## src/rtl/uart_pkg.sv

```systemverilog
// Shared definitions for the UART frame transmitter.
// Contents: baud divisor constants (bit time = DIV+1 clocks at 50 MHz), the header and
// trailer bytes, the last byte index of a frame, and the frame/byte FSM state encodings.
// Optional feature macro: FRAME_CHECKSUM_EN (inserts an XOR checksum byte before the trailer).
package uart_pkg;

    localparam int unsigned CntW = 13;

    localparam logic [CntW-1:0] Div9600   = 13'd5207;
    localparam logic [CntW-1:0] Div19200  = 13'd2603;
    localparam logic [CntW-1:0] Div38400  = 13'd1301;
    localparam logic [CntW-1:0] Div57600  = 13'd867;
    localparam logic [CntW-1:0] Div115200 = 13'd433;

    localparam logic [7:0] HdrByte0    = 8'hFF;
    localparam logic [7:0] HdrByte1    = 8'hA5;
    localparam logic [7:0] TrailerByte = 8'hF0;

`ifdef FRAME_CHECKSUM_EN
    localparam logic [2:0] LastByteIdx = 3'd6;
`else
    localparam logic [2:0] LastByteIdx = 3'd5;
`endif

    typedef enum logic [1:0] {
        FrmIdle,
        FrmSend,
        FrmDone
    } frame_state_e;

    typedef enum logic [1:0] {
        ByteIdle,
        ByteStart,
        ByteData,
        ByteStop
    } byte_state_e;

    // Codes 5..7 fall back to the fastest rate.
    function automatic logic [CntW-1:0] baud_div(input logic [2:0] baud_set);
        case (baud_set)
            3'd0:    baud_div = Div9600;
            3'd1:    baud_div = Div19200;
            3'd2:    baud_div = Div38400;
            3'd3:    baud_div = Div57600;
            default: baud_div = Div115200;
        endcase
    endfunction

endpackage

```

## src/rtl/uart_byte_tx.sv

```systemverilog
// Byte serializer: sends one 8N1 character (start 0, data LSB first, stop 1), each bit
// held for div_i+1 clocks.
// Ports:
//   clk_i, rst_ni  - clock, asynchronous active-low reset
//   start_i        - launch a byte; sampled in idle, or on the last cycle of a stop bit
//   data_i         - byte to send, captured together with start_i
//   div_i          - bit-time divisor, must stay stable while busy
//   tx_o           - serial line, idle high
//   busy_o         - a character is on the line
//   done_o         - last cycle of the stop bit
module uart_byte_tx
    import uart_pkg::*;
(
    input  logic            clk_i,
    input  logic            rst_ni,
    input  logic            start_i,
    input  logic [7:0]      data_i,
    input  logic [CntW-1:0] div_i,
    output logic            tx_o,
    output logic            busy_o,
    output logic            done_o
);

    byte_state_e     state_q, state_d;
    logic [CntW-1:0] cnt_q, cnt_d;
    logic [2:0]      bit_q, bit_d;
    logic [7:0]      data_q, data_d;
    logic            bit_end;

    assign bit_end = (cnt_q == div_i);

    always_ff @(posedge clk_i or negedge rst_ni) begin
        if (!rst_ni) begin
            state_q <= ByteIdle;
            cnt_q   <= '0;
            bit_q   <= '0;
            data_q  <= '0;
        end else begin
            state_q <= state_d;
            cnt_q   <= cnt_d;
            bit_q   <= bit_d;
            data_q  <= data_d;
        end
    end

    always_comb begin
        state_d = state_q;
        cnt_d   = cnt_q;
        bit_d   = bit_q;
        data_d  = data_q;
        done_o  = 1'b0;
        unique case (state_q)
            ByteIdle: begin
                if (start_i) begin
                    state_d = ByteStart;
                    cnt_d   = '0;
                    bit_d   = '0;
                    data_d  = data_i;
                end
            end
            ByteStart: begin
                if (bit_end) begin
                    cnt_d   = '0;
                    state_d = ByteData;
                end else begin
                    cnt_d = cnt_q + 13'd1;
                end
            end
            ByteData: begin
                if (bit_end) begin
                    cnt_d = '0;
                    if (bit_q == 3'd7) begin
                        state_d = ByteStop;
                    end else begin
                        bit_d = bit_q + 3'd1;
                    end
                end else begin
                    cnt_d = cnt_q + 13'd1;
                end
            end
            ByteStop: begin
                if (bit_end) begin
                    cnt_d  = '0;
                    done_o = 1'b1;
                    // Chain straight into the next start bit so bytes are back to back.
                    if (start_i) begin
                        state_d = ByteStart;
                        bit_d   = '0;
                        data_d  = data_i;
                    end else begin
                        state_d = ByteIdle;
                    end
                end else begin
                    cnt_d = cnt_q + 13'd1;
                end
            end
            default: state_d = ByteIdle;
        endcase
    end

    always_comb begin
        tx_o = 1'b1;
        unique case (state_q)
            ByteStart: tx_o = 1'b0;
            ByteData:  tx_o = data_q[bit_q];
            default:   tx_o = 1'b1;
        endcase
    end

    assign busy_o = (state_q != ByteIdle);

endmodule

```

## src/rtl/uart_frame_tx.sv

```systemverilog
// Time-stamp frame transmitter: on Send_Go sends FF A5 Hour Minute Second F0 as
// back-to-back 8N1 characters at the selected baud rate.
// Optional feature macro: FRAME_CHECKSUM_EN adds a checksum byte (Hour^Minute^Second)
// between Second and the F0 trailer.
// Ports:
//   Clk, Reset_n          - 50 MHz clock, asynchronous active-low reset
//   Baud_Set              - 0=9600 1=19200 2=38400 3=57600 4..7=115200
//   Send_Go               - one-cycle frame request, honoured only when idle
//   Hour, Minute, Second  - BCD payload, captured when the request is accepted
//   uart_tx               - serial line, idle high
//   Busy                  - first start bit through last stop bit
//   Frame_Done            - one-cycle pulse after the last stop bit
module uart_frame_tx
    import uart_pkg::*;
(
    input  logic       Clk,
    input  logic       Reset_n,
    input  logic [2:0] Baud_Set,
    input  logic       Send_Go,
    input  logic [7:0] Hour,
    input  logic [7:0] Minute,
    input  logic [7:0] Second,
    output logic       uart_tx,
    output logic       Busy,
    output logic       Frame_Done
);

    frame_state_e    state_q, state_d;
    logic [2:0]      idx_q, idx_d;
    logic [7:0]      hour_q, hour_d;
    logic [7:0]      minute_q, minute_d;
    logic [7:0]      second_q, second_d;
    logic [2:0]      baud_q, baud_d;

    logic            byte_start;
    logic [7:0]      byte_data;
    logic [CntW-1:0] byte_div;
    logic            byte_busy;
    logic            byte_done;

    function automatic logic [7:0] frame_byte(input logic [2:0] idx, input logic [7:0] h,
                                              input logic [7:0] m, input logic [7:0] s);
        case (idx)
            3'd0:    frame_byte = HdrByte0;
            3'd1:    frame_byte = HdrByte1;
            3'd2:    frame_byte = h;
            3'd3:    frame_byte = m;
            3'd4:    frame_byte = s;
`ifdef FRAME_CHECKSUM_EN
            3'd5:    frame_byte = h ^ m ^ s;
`endif
            default: frame_byte = TrailerByte;
        endcase
    endfunction

    always_ff @(posedge Clk or negedge Reset_n) begin
        if (!Reset_n) begin
            state_q  <= FrmIdle;
            idx_q    <= '0;
            hour_q   <= '0;
            minute_q <= '0;
            second_q <= '0;
            baud_q   <= '0;
        end else begin
            state_q  <= state_d;
            idx_q    <= idx_d;
            hour_q   <= hour_d;
            minute_q <= minute_d;
            second_q <= second_d;
            baud_q   <= baud_d;
        end
    end

    always_comb begin
        state_d    = state_q;
        idx_d      = idx_q;
        hour_d     = hour_q;
        minute_d   = minute_q;
        second_d   = second_q;
        baud_d     = baud_q;
        byte_start = 1'b0;
        unique case (state_q)
            FrmIdle: begin
                if (Send_Go) begin
                    state_d  = FrmSend;
                    idx_d    = '0;
                    hour_d   = Hour;
                    minute_d = Minute;
                    second_d = Second;
                    baud_d   = Baud_Set;
                end
            end
            FrmSend: begin
                // The serializer is only idle on the first SEND cycle; afterwards each
                // byte is launched on the stop-bit end of the previous one.
                if (!byte_busy) begin
                    byte_start = 1'b1;
                end else if (byte_done) begin
                    if (idx_q == LastByteIdx) begin
                        state_d = FrmDone;
                    end else begin
                        idx_d      = idx_q + 3'd1;
                        byte_start = 1'b1;
                    end
                end
            end
            FrmDone: state_d = FrmIdle;
            default: state_d = FrmIdle;
        endcase
    end

    // idx_d already points at the byte being launched when chaining.
    assign byte_data = frame_byte(idx_d, hour_q, minute_q, second_q);
    assign byte_div  = baud_div(baud_q);

    uart_byte_tx u_byte_tx (
        .clk_i   (Clk),
        .rst_ni  (Reset_n),
        .start_i (byte_start),
        .data_i  (byte_data),
        .div_i   (byte_div),
        .tx_o    (uart_tx),
        .busy_o  (byte_busy),
        .done_o  (byte_done)
    );

    assign Busy       = (state_q == FrmSend) && byte_busy;
    assign Frame_Done = (state_q == FrmDone);

endmodule
```

## config.mk

```make
export PLATFORM = sky130hd
export DESIGN_NAME = uart_frame_tx
export DESIGN_NICKNAME = d
export VERILOG_FILES = /design/src/rtl/uart_pkg.sv /design/src/rtl/uart_byte_tx.sv /design/src/rtl/uart_frame_tx.sv
export SDC_FILE = /design/constraint.sdc
export NUM_CORES = 1
export LEC_CHECK = 0
export CORE_AREA = 2 2 109 111
export CTS_CLUSTER_DIAMETER = 150
export DETAILED_ROUTE_END_ITERATION = 8
export DIE_AREA = 0 0 111 113
export PLACE_DENSITY_LB_ADDON = 0.12
export SYNTH_ARGS = -nofsm -noshare
export SYNTH_HDL_FRONTEND = slang
export SYNTH_HIERARCHICAL = 1
export SYNTH_SLANG_ARGS = --single-unit
```

## constraint.sdc

```tcl
create_clock -name Clk -period 3.5 [get_ports Clk]
set_input_delay 0.7 -clock Clk [delete_from_list [all_inputs] [get_ports Clk]]
set_output_delay 0.7 -clock Clk [all_outputs]
set_load 0.01 [all_outputs]
```

### After elaboration in Yosys (flattened, before gate mapping)

Index checks and enable logic that the tools add are counted.

* bits in registers: 58
* bits of input ports: 30
* output and inout bits: 3
* logic and storage cells: 92

* $add $sub $neg: 3
* magnitude comparators: 1
* equality and inequality tests: 25
* mux-type cells: 39
* reductions and logical operators: 14

Operator list (count)
* case mux 13 bit (4 select lines): 1
* case mux 8 bit (5 select lines): 1
* 2-to-1 mux 13 bit: 2
* case mux 13 bit (2 select lines): 1
* 2-to-1 mux 3 bit: 8
* 2-to-1 mux 2 bit: 9
* 2-to-1 mux 8 bit: 2
* case mux 8 bit (2 select lines): 1
* adder 13 x 1 -> 13 bit, second input constant: 1
* == test 13 bit: 1
* == test 3 x 2 -> 1 bit, second input constant: 4
* inequality test 2 bit, second input constant: 6
* == test 3 bit, second input constant: 3
* case mux 3 bit (3 select lines): 1
* 2-to-1 mux 1 bit: 8
* inequality test 2 x 1 -> 1 bit, second input constant: 4
* case mux 2 bit (4 select lines): 1
* AND reduction 4 bit: 2
* adder 3 x 1 -> 3 bit, second input constant: 2
* == test 2 bit, second input constant: 3
* == test 3 x 1 -> 1 bit, second input constant: 2
* zero test 3 bit: 2
* case mux 3 bit (2 select lines): 1
* AND reduction 5 bit: 1
* 11 further kinds: 15

### Depth between registers and ports, before layout

* word-level depth: 13
* depth in mapped cells: 14
* gate-level depth less buffers: 13

### By module

The synthesis kept the hierarchy.

Modules (own cells, without submodules)
* uart_byte_tx: times used 1, cells an instance 164, area each 1709.1 um^2, sequential area each 650.6 um^2
* uart_frame_tx: times used 1, cells an instance 191, area each 1609.0 um^2, sequential area each 800.8 um^2

### Least setup slack after synthesis

No wires, ideal clock.

* path type: flip-flop to flip-flop
* start point: register baud_q[0]
* end point: register u_byte_tx.data_q[5]
* setup time: 0.125 ns
* data arrival time: 3.096 ns
* data required time: 3.375 ns
* path slack: 0.279 ns
* stages on the path, launching flop included: 15
* buffers on the path: 1
* clock period less this slack: 3.221 ns
* cell sequence: dfrtp_1 or2_2 inv_1 xor2_1 nor4_4 nand4_4 nor2_1 and4b_4 a21oi_1 or3_1 buf_6 clkinv_8 and3_4 a211oi_1 mux2_2

* cells in the longest elaborated chain, start to end: 13
* elaborated cells between the ends (all ways): 25
* classes of those cells: 9 x eq/ne; 13 x mux; 3 x reduce/logical

Ends and longest elaborated chain
* start, declared: RTL line uart_frame_tx.sv:33 `logic [2:0] baud_q, baud_d;`
* start signal, assigned: RTL line uart_frame_tx.sv:70 `baud_q <= baud_d;`
* == test 3 x 2 -> 1 bit (tied with other cells): RTL line uart_pkg.sv:40 `case (baud_set)`
* case mux 13 bit (4 select lines) *: RTL line uart_pkg.sv:40
* net byte_div[5]: RTL line uart_frame_tx.sv:37 `logic [CntW-1:0] byte_div;`
* == test 13 bit *: RTL line uart_byte_tx.sv:30 `assign bit_end = (cnt_q == div_i);`
* 2-to-1 mux 1 bit *: RTL line uart_byte_tx.sv:82 `if (bit_end) begin`
* 2-to-1 mux 1 bit *: RTL line uart_byte_tx.sv:52 `unique case (state_q)`
* net byte_done: RTL line uart_frame_tx.sv:39 `logic byte_done;`
* 2-to-1 mux 3 bit *: RTL line uart_frame_tx.sv:98 `end else if (byte_done) begin`
* 2-to-1 mux 3 bit *: RTL line uart_frame_tx.sv:96 `if (!byte_busy) begin`
* case mux 3 bit (2 select lines) *: RTL line uart_frame_tx.sv:82 `unique case (state_q)`
* net idx_d[1]: RTL line uart_frame_tx.sv:29 `logic [2:0] idx_q, idx_d;`
* == test 3 bit (tied with other cells): RTL line uart_frame_tx.sv:43 `case (idx)`
* case mux 8 bit (5 select lines) *: RTL line uart_frame_tx.sv:43
* net byte_data[5]: RTL line uart_frame_tx.sv:36 `logic [7:0] byte_data;`
* 2-to-1 mux 8 bit *: RTL line uart_byte_tx.sv:54, uart_byte_tx.sv:86
* 2-to-1 mux 8 bit: RTL line uart_byte_tx.sv:82
* case mux 8 bit (2 select lines) *: RTL line uart_byte_tx.sv:52
* end signal, assigned: RTL line uart_byte_tx.sv:42 `data_q <= data_d;`
* end, declared: RTL line uart_byte_tx.sv:27 `logic [7:0] data_q, data_d;`

Mark *: on every way through the listed nets, which the timed path passes. The rest lies on a longest branch. The select of a mux whose other input is x is not followed.
A chain may end at the register's enable or synchronous reset.

### Worst setup path after layout

Same ends and word-level chain as after synthesis.

==> impl_results.md <==
- Run status: complete, no violations
- Setup slack after layout: 150 ps
- Maximum buffer depth of the clock tree: 2
- Type of the tightest min-delay check: register to register
- Terminus of the critical flop-to-flop path: u_byte_tx/data_q[5]
- Critical path class: register to register
- CP max stage cell: sky130_fd_sc_hd__dfrtp_1
- Number of global-route vias before repair: around 2600
- Register bit count reported by yosys: 58
- Shortest clock period the worst path allows after layout: ~3400 ps
- Start of the worst register-to-register path: baud_q[0]
- Clock latency of the later-clocked register in the worst-skew pair: 320 ps
- Number of nets with antenna violations after routing: 0
- I/O Pins: 33
- Die Span Y: about 110 microns
- Leakage power summed over all cells: 0.00191 uW
- Post-DP HPWL: roughly 5800 microns
- Most common cell type on the critical path: sky130_fd_sc_hd__inv_1
- Highest achievable clock rate: 298 MHz
- 1st-pass router iterations: 4
- # H-tree levels: 3
- First-pass GRT wire length: 13300 microns
- Clk_skew: 7.73 ps
- Crit path launch: baud_q[0]
- Register-to-register setup slack: 150 ps
- Flip-flop cell with the highest count after synthesis: sky130_fd_sc_hd__dfrtp_1
- Crit path largest cell delay: 430 ps
- Type of destination of the critical path: register
- Power Dens Cells: 640 mW/mm^2
- Total design power: roughly 2700 uW
- Most frequent cells in the layout: sky130_fd_sc_hd__nand2_1 (96), sky130_fd_sc_hd__dfrtp_1 (58), sky130_fd_sc_hd__clkdlybuf4s50_1 (31), sky130_fd_sc_hd__inv_1 (20), sky130_fd_sc_hd__buf_4 (14)
- Largest net degree at the start of global routing: 42
- Warnings from Yosys: 6
- Finished Core Util: 37.6%
- Number of max-cap violations: 0
- Hold Path Sink: second_q[5]
- Sinks on Clock Net: 58
- Number of distinct library cells after synthesis: 58
- Total global-route track usage: 13.3%
- Cell count after synthesis: 355
- Number of antenna violations at the first check in global routing: 0
- Synth-to-layout area growth: 27.7%
- Standard-cell row count: 39
- Ordered list of cells on the worst path: or2_2 > inv_1 > xor2_1 > nor4_4 > nand4_4 > nor2_1 > buf_4 > nand4b_1 > o31ai_2 > or2_4 > inv_1 > nor4_1 > a211oi_1 > mux2_2
- Post-Syn Area per Cell: roughly 9.3 sq um
- Headroom to the max-slew limit: 32.2%
- Share of Yosys cell area claimed by the top area cell type: between 40% and 50%
- Largest fanout of any net on the critical path: 7
- Number of stages on the worst hold path: 2
- Clock root cell: sky130_fd_sc_hd__clkbuf_16
- Arrival time of the worst setup path: 3550 ps
- Portion of the post-synthesis area used by sequential elements: 43.7%
- CTS tree: done
- Filler-free cell count of the finished design: 546
- Asr flop ratio synth: between 90% and 100%
- Number of buffers inserted during clock tree synthesis: 9
- Total cell area at the placement stage: ~0.0038 sq mm
- Measured slew at the worst slew-check pin: slightly above 1000 ps
- Combined area of all synthesized cells: 0.00332 sq mm
- Violation count after the first detailed-routing iteration: about 110
- Total wirelength of the detailed-routed design: 8000 microns
- Cell depth of the worst flop-to-flop path: 14
- Setup violations, final: 0
- Antenna Diode Count: 0
- Cell area after layout: around 0.0042 sq mm
- Final hold viol count: 0
- Worst setup slack before clock tree synthesis: 38.8 ps
- Period Utilization, post-route: between 90% and 100%
- Per-cell routed wire length: 14.7 microns
- Reg clk slew, reported paths: 60 ps
- DR DRC count: 0
- DIE WIDTH: 111 microns
- Peak supply drop: 0.187 mV
- Leading cell types by total area after synthesis: sky130_fd_sc_hd__dfrtp_1 (44%), sky130_fd_sc_hd__nand2_1 (11%), sky130_fd_sc_hd__ha_1 (3.8%), sky130_fd_sc_hd__xor2_1 (3.4%), sky130_fd_sc_hd__mux2_2 (3.1%)
- Net count, final: 438
- Final Max Slew Viols: 0
- Initial Utilization: 29.4%
- Fill count: 1131
- Source of the worst hold timing path: second_q[5]
- Worst Path Required: 3700 ps
- GR Overflow Total: 0
- RePlAce Congestion: 0.815
- Cell accounting for the most synthesized area: sky130_fd_sc_hd__dfrtp_1
- Instance count after placement with tap cells included: ~530
- IO Port Bufs: 32
- Core outline area: 0.0113 sq mm
- Area of the die: 0.0125 sq mm
- Net count after synthesis: slightly below 400
- Number of synthesized flops with an enable pin: 0
- Most common cell after layout, fill and taps aside: sky130_fd_sc_hd__nand2_1
- Fraction of final layout cells sized beyond drive strength 1: 16.9%
- Avg Vias per Cell: 4.80
- Via Count: 2619
- Startpoint Class: register
==> cells by family (layout without fill, tap and decap cells) <==
kind of cell             count (synthesis)  in the layout  share of synthesized area [%]
AND/OR/NAND/NOR                        160            160                           24.0
AO/OA/AOI/OAI                           60             60                           13.2
flip-flops                              58             58                           43.7
buffers and inverters                   37             85                           5.28
XOR/XNOR                                15             15                           4.19
multiplexers                            14             14                           5.69
adder cells (fa/ha/maj)                 10             10                           3.77
other                                    1              1                          0.113
==> power by group <==
part	internal (uW)	switching, uW	total [uW]	leakage, uW
Combinational	379	445	824	0.00103
Sequential	786	119	905	0.000715
Clock	680	305	984	0.000165
Total	1840	869	2710	0.00191
==> per-stage QoR <==
step	setup TNS [ps]	hold WS (ps)
final	0	476
after global routing	-33.2	517
after CTS	0	482
after detailed placement	0	465
after global placement	-7.85	470
after floorplan	0	404
==> critical path: cells and delay by family (launching register included) <==
family,cells,cell delay (ps)
simple gates,7,1610
compound gates,2,450
mux,1,270
buf+inv,3,360
xor+xnor,1,100
flops,1,430
==> sequential cells by signal, summed over array words and instances, names as in the netlist <==
signal	flops
baud_q	3
u_byte_tx/state_q	2
hour_q	8
u_byte_tx/data_q	8
u_byte_tx/bit_q	3
minute_q	8
state_q	2
u_byte_tx/cnt_q	13
second_q	8
idx_q	3
==> timing repair <==
action,in CTS,in global routing
gates resized for setup,0,4
hold buffers,0,0
endpoints found under the setup margin,0,8
setup buffers,0,5
==> synthesized netlist by cell type (3+ instances only) <==
cell type	number
sky130_fd_sc_hd__nand2b_1	6
sky130_fd_sc_hd__dfrtp_1	58
sky130_fd_sc_hd__inv_1	20
sky130_fd_sc_hd__nor2_1	12
sky130_fd_sc_hd__nor4_1	9
sky130_fd_sc_hd__and3_1	4
sky130_fd_sc_hd__a41oi_1	4
sky130_fd_sc_hd__nand3_1	5
sky130_fd_sc_hd__clkbuf_1	9
sky130_fd_sc_hd__a22oi_1	3
sky130_fd_sc_hd__o21ai_0	7
sky130_fd_sc_hd__or2_2	4
sky130_fd_sc_hd__mux2_2	9
sky130_fd_sc_hd__a21oi_1	13
sky130_fd_sc_hd__a22o_1	3
sky130_fd_sc_hd__a31oi_1	8
sky130_fd_sc_hd__nor3_1	7
sky130_fd_sc_hd__xor2_1	13
sky130_fd_sc_hd__buf_2	4
sky130_fd_sc_hd__ha_1	10
sky130_fd_sc_hd__nand2_1	96
==> worst max-delay path by stage <==
stage          slack [ps]             endpoint
6_report              150  u_byte_tx/data_q[5]
2_1_floorplan         280  u_byte_tx/data_q[5]
4_1_cts                 1  u_byte_tx/data_q[4]
3_5_place_dp           40  u_byte_tx/data_q[3]
3_3_place_gp           -8  u_byte_tx/data_q[4]
5_1_grt               -30  u_byte_tx/data_q[5]
==> layer usage <==
layer,GRT usage (%),vias up,wire length (microns)
met3,3.32,10,245
met1,17.2,1238,3870
li1,-,1319,-
met4,5.67,0,199
met5,0,-,0
met2,21.4,52,3690
==> cell type report <==
| cell class | count | area, sq um | area share (%) |
|---|---|---|---|
| clock buffer | 12 | 267 | 6.29 |
| clock inverter | 4 | 72.6 | 1.71 |
| inverter | 21 | 91.3 | 2.16 |
| multi-input combinational | 260 | 1720 | 40.5 |
| sequential | 58 | 1450 | 34.3 |
| tap | 143 | 179 | 4.22 |
| timing repair buffer | 48 | 460 | 10.9 |
Note: power is estimated with default switching activity, not from simulation.
